===== config.mk =====
export PLATFORM = sky130hd
export DESIGN_NAME = hall_rpm_counter
export DESIGN_NICKNAME = d
export VERILOG_FILES = /design/src/rtl/hall_rpm_counter.sv
export SDC_FILE = /design/constraint.sdc
export NUM_CORES = 1
export LEC_CHECK = 0
export BUFFER_PORTS_ARGS = -buffer_cell sky130_fd_sc_hd__buf_2
export CAP_MARGIN = 20
export CORE_MARGIN = 2
export CORE_UTILIZATION = 31
export DETAILED_ROUTE_END_ITERATION = 6
export HOLD_SLACK_MARGIN = 0.1
export PLACE_DENSITY = 0.47
export SYNTH_ARGS = -nofsm -noshare
export SYNTH_HDL_FRONTEND = slang
export SYNTH_SLANG_ARGS = --single-unit

===== constraint.sdc =====
create_clock -name clk -period 8.8 [get_ports clk]
set_clock_uncertainty 0.15 [all_clocks]
set_input_delay 1.76 -clock clk [delete_from_list [all_inputs] [get_ports clk]]
set_output_delay 1.76 -clock clk [all_outputs]
set_load 0.01 [all_outputs]

===== src/rtl/hall_rpm_counter.sv =====
// Hall sensor pulse counter: sync, debounce, gated edge count and
// sequential conversion of the captured count to RPM.
module hall_rpm_counter #(
  parameter int CNT_W      = 16,
  parameter int RPM_W      = 20,
  parameter int PPR        = 2,
  parameter int GATE_SEC   = 1,
  parameter int DEB_CYCLES = 4
) (
  input  logic             clk,
  input  logic             rst,
  input  logic             hall_in,
  input  logic             count_en,
  input  logic             done,
  output logic [RPM_W-1:0] rpm,
  output logic             rpm_valid,
  output logic             overflow,
  output logic             busy
);

  localparam int NUM_W = CNT_W + 6;
  localparam int D     = PPR * GATE_SEC;
  localparam int REM_W = $clog2(D + 1);
  localparam int IDX_W = $clog2(NUM_W);
  localparam int DEB_W = $clog2(DEB_CYCLES + 1);
  localparam int WW    = (NUM_W > RPM_W) ? NUM_W : RPM_W;

  localparam logic [1:0] IDLE = 2'd0;
  localparam logic [1:0] DIV  = 2'd1;
  localparam logic [1:0] OUT  = 2'd2;

  localparam logic [CNT_W-1:0] CNT_MAX = '1;
  localparam logic [RPM_W-1:0] RPM_MAX = '1;

  logic             s1;
  logic             hall_s;
  logic             hall_clean;
  logic             hall_prev;
  logic [DEB_W-1:0] deb_cnt;
  logic             pulse;

  always_ff @(posedge clk or posedge rst) begin
    if (rst) begin
      s1         <= 1'b0;
      hall_s     <= 1'b0;
      hall_clean <= 1'b0;
      hall_prev  <= 1'b0;
      deb_cnt    <= '0;
    end else begin
      s1        <= hall_in;
      hall_s    <= s1;
      hall_prev <= hall_clean;
      if (hall_s == hall_clean) begin
        deb_cnt <= '0;
      end else if (deb_cnt == DEB_W'(DEB_CYCLES - 1)) begin
        hall_clean <= hall_s;
        deb_cnt    <= '0;
      end else begin
        deb_cnt <= deb_cnt + 1'b1;
      end
    end
  end

  assign pulse = hall_clean & ~hall_prev;

  logic             en_d;
  logic [CNT_W-1:0] cnt;
  logic             cnt_ovf;

  // A fresh window restarts the count, including a pulse on that same edge
  always_ff @(posedge clk or posedge rst) begin
    if (rst) begin
      en_d    <= 1'b0;
      cnt     <= '0;
      cnt_ovf <= 1'b0;
    end else begin
      en_d <= count_en;
      if (count_en && !en_d) begin
        cnt     <= pulse ? CNT_W'(1) : '0;
        cnt_ovf <= 1'b0;
      end else if (count_en && pulse) begin
        if (cnt == CNT_MAX) cnt_ovf <= 1'b1;
        else                cnt     <= cnt + 1'b1;
      end
    end
  end

  logic [1:0]       state;
  logic [NUM_W-1:0] num;
  logic [NUM_W-1:0] quo;
  logic [REM_W-1:0] rem;
  logic [IDX_W-1:0] idx;
  logic             ovf_cap;
  logic [REM_W:0]   cand;
  logic             ge;
  logic [WW-1:0]    q_ext;
  logic [RPM_W-1:0] rpm_sat;

  assign cand    = {rem, num[idx]};
  assign ge      = cand >= (REM_W + 1)'(D);
  assign q_ext   = WW'(quo);
  assign rpm_sat = (q_ext > WW'(RPM_MAX)) ? RPM_MAX : q_ext[RPM_W-1:0];

  always_ff @(posedge clk or posedge rst) begin
    if (rst) begin
      state     <= IDLE;
      num       <= '0;
      quo       <= '0;
      rem       <= '0;
      idx       <= '0;
      ovf_cap   <= 1'b0;
      rpm       <= '0;
      rpm_valid <= 1'b0;
      overflow  <= 1'b0;
      busy      <= 1'b0;
    end else begin
      rpm_valid <= 1'b0;
      unique case (state)
        IDLE: begin
          if (done) begin
            num     <= NUM_W'(cnt) * NUM_W'(60);
            ovf_cap <= cnt_ovf;
            idx     <= IDX_W'(NUM_W - 1);
            rem     <= '0;
            quo     <= '0;
            busy    <= 1'b1;
            state   <= DIV;
          end
        end
        DIV: begin
          rem <= ge ? REM_W'(cand - (REM_W + 1)'(D))
                    : cand[REM_W-1:0];
          quo <= {quo[NUM_W-2:0], ge};
          idx <= idx - 1'b1;
          if (idx == '0) state <= OUT;
        end
        OUT: begin
          rpm       <= rpm_sat;
          overflow  <= ovf_cap;
          rpm_valid <= 1'b1;
          busy      <= 1'b0;
          state     <= IDLE;
        end
        default: state <= IDLE;
      endcase
    end
  end

endmodule


==> metrics.md <==
| Metric | Value |
|---|---|
| Core Util, Final | 0.353 |
| Synth Warn # | 0 |
| RePlAce Congestion | 0.822 |
| Crit path max fanout | 5 |
| Layout cells sized above 1 | 0.101 |
| Largest net degree at the start of global routing | 75 |
| Post-layout min period | 3.69 ns |
| Worst Hold Path Cells | 0 |
| Tot GR Track Use | 0.123 |
| RSZ-0062 raised after global routing | false |
| Total negative setup slack | 0 ns |
| Distinct cell type count after synthesis | 57 |
| Initial Util | 0.315 |
| Min Hold Slack | 0.202 ns |
| Mapped Area | 5880 µm² |
| DIE AREA | 20100 µm² |
| Critical Path Sink Type | flip-flop |
| Fin. max-slew vios | 0 |
| Worst setup SP type | flip-flop |
| Root Buffer | clkbuf_16 |
| IO Pins | 28 |
| CTS hold repair buffers | 0 |
| Routed length per instance | 13.8 µm |
| Cell Chain, Critical Path | inv_1 -> fa_1 -> fa_1 -> inv_1 -> ha_1 -> a21o_1 -> a31oi_1 -> a21oi_1 -> o21ai_1 -> o21ai_0 -> a221o_1 |
| CTS tree | done |
| Status | complete, no violations |
| WL final | 11.8 mm |
| Avg Cell Area, Syn | 9.93 µm² |
| Clk buf depth | 2 |
| Worst Reg-to-Reg Cells | 11 |
| Hold Path Class | reg2reg |
| Buffers on Ports | 27 |
| Top_reg_cell synth | dfrtp_1 |
| Detail Placement HPWL | 8.34 mm |
| Yosys reg bits | 100 |
| Pre-CTS setup slack | 4.87 ns |
| Fill count | 1875 |
| Total grt overflow | 0 |
| Crit share post-route | 0.419 |
| CTS H-tree lvls | 3 |
| Max-cap violations | 0 |
| Max Clock Freq | 271 MHz |
| Die W | 142 µm |
| VDD IR-drop max | 94.8 µV |
| CP peak stage delay | 0.51 ns |
| Area growth syn-to-layout | 11.9% |
| Clk_lat worst skew | 0.35 ns |
| # resized after CTS | 0 |
| Critical-path top delay cell | fa_1 |
| Multi-input gate area | 3070 µm² |
| Register area share after synthesis | 0.426 |
| Leakage | 3.30 nW |
| Sequential Area | 2500 µm² |
| Nets | 685 |
| Final worst slack | 5.11 ns |
| Drt first pass iters | 4 |
| Setup CP Type | reg2reg |
| # diodes | 0 |
| Initial DRC count | 193 |
| Antenna Nets Post-Route | 0 |
| Core area | 18600 µm² |
| Hold Fails Final Rpt | 0 |
| Least-Margin Pin Slew | 0.922 ns |
| Initial antenna violation count | 0 |
| Via/cell ratio | 4.87 |
| Clock tree sinks | 100 |
| EDFF count, synth | 0 |
| Drc violations | 0 |
| Mapped Cells | 592 |
| First-pass GRT wire length | 19.8 mm |
| Slew HR | 0.386 |
| Power consumption | 1.60 mW |
| CP arrival | 3.77 ns |
| CTS Buf Count | 9 |
| Ys async rst share | 1.00 |
| Post-CTS setup buffers | 0 |
| Vias in the first global route | 3960 |
| Pwr dens | 244 nW/µm² |
| Die height | 142 µm |
| Vias | 4138 |
| Post-synthesis net count | 665 |
| Core Rows | 50 |
| Clock-pin slew on the worst setup and hold paths | 0.07 ns |
| Worst EP required | 8.88 ns |
| Final setup viols | 0 |
cell type report:
| type | count | share of cell area |
|---|---|---|
| inverters | 58 | 0.0335 |
| multi-input cells | 410 | 0.467 |
| well taps | 234 | 0.0445 |
| clock inverters | 6 | 0.0120 |
| clock buffers | 9 | 0.0342 |
| flip-flops and latches | 100 | 0.380 |
| repair buffers | 33 | 0.0285 |
layout by cell type (no fill, tap or decap), drive strengths merged, types with 2 or more instances in the layout:
| cell | count |
|---|---|
| clkbuf | 9 |
| a311oi | 2 |
| nand3 | 35 |
| a21o | 6 |
| xnor2 | 15 |
| o31ai | 4 |
| mux2i | 6 |
| and3 | 5 |
| a31oi | 5 |
| nor2 | 30 |
| a21oi | 25 |
| ha | 39 |
| nand2 | 90 |
| nor4b | 2 |
| xor2 | 7 |
| or2 | 2 |
| nand4 | 6 |
| nand4b | 2 |
| nor3 | 10 |
| nor2b | 6 |
| dfrtp | 100 |
| buf | 33 |
| inv | 61 |
| clkinv | 2 |
| fa | 29 |
| mux2 | 3 |
| nor3b | 4 |
| o22a | 20 |
| o21ai | 27 |
| or4 | 3 |
| mux4 | 3 |
| or3 | 4 |
| a22oi | 2 |
| nand2b | 2 |
registers in the layout, summed over array words and instances, names as in the netlist:
name / count
overflow: 1
ovf_cap: 1
rpm_valid: 1
idx: 5
hall_s: 1
cnt: 16
hall_clean: 1
state: 2
rpm: 20
rem: 2
busy: 1
q_ext: 22
deb_cnt: 3
en_d: 1
hall_prev: 1
s1: 1
num: 20
cnt_ovf: 1
report_power, final:
| group | total (mW) | switching [mW] | internal, mW |
|---|---|---|---|
| Clock | 0.413 | 0.188 | 0.225 |
| Combinational | 0.492 | 0.275 | 0.218 |
| Sequential | 0.698 | 0.111 | 0.588 |
per-layer routing:
metal / global-route usage / part of all wire / routed length (µm) / vias to the layer above
li1: - / - / - / 2050
met4: 0.0379 / 0.014 / 169 / 0
met1: 0.165 / 0.48 / 5600 / 2005
met3: 0.0267 / 0.036 / 429 / 9
met2: 0.198 / 0.47 / 5560 / 74
met5: 0 / 0 / 0 / -
stage by stage:
step                std cells  area [µm²]
floorplan                 592        5880
global placement          834        6260
detailed placement        834        6260
CTS                       849        6560
global route              850        6580
finish                    850        6580
cell families (layout without fill, tap and decap cells):
| family | count (synthesis) | count (layout) | synth area share |
|---|---|---|---|
| xor gates and xnor gates | 22 | 22 | 0.0328 |
| and+or+nand+nor | 207 | 207 | 0.167 |
| AOI/OAI and AO/OA | 101 | 101 | 0.112 |
| muxes | 12 | 12 | 0.0274 |
| buffers and inverters | 82 | 106 | 0.0536 |
| DFF | 100 | 100 | 0.426 |
| adders and majority gates | 68 | 68 | 0.182 |
cells in the mapped netlist, types with 9 or more instances:
cell type,instances,area share
o22a_1,20,0.030
nand3_1,35,0.030
fa_1,29,0.099
xnor2_1,15,0.022
inv_1,58,0.037
a21oi_1,25,0.021
clkbuf_1,14,0.0089
nand2_1,90,0.057
nor2_1,29,0.019
nor3_1,9,0.0077
dfrtp_1,100,0.43
ha_1,39,0.083
o21ai_0,25,0.021
critical path: cells and delay by family, from the launching register on:
kind / cells / cell delay [ns]
compound gates: 6 / 1.36
buf+inv: 2 / 0.28
fa+ha+maj: 3 / 1.35
flops: 1 / 0.43
path summary, 6_finish.rpt:
path	from	endpoint	slack, ns
setup / recovery	cnt[4]	num[17]	5.11
hold reg to reg	s1	hall_s	0.20
max in group asynchronous	rst	num[17]	6.03
setup reg to reg	cnt[4]	num[17]	5.11
hold / removal	s1	hall_s	0.20
min in group asynchronous	rst	num[3]	1.24
No activity file was read; power rests on OpenSTA's default activity.
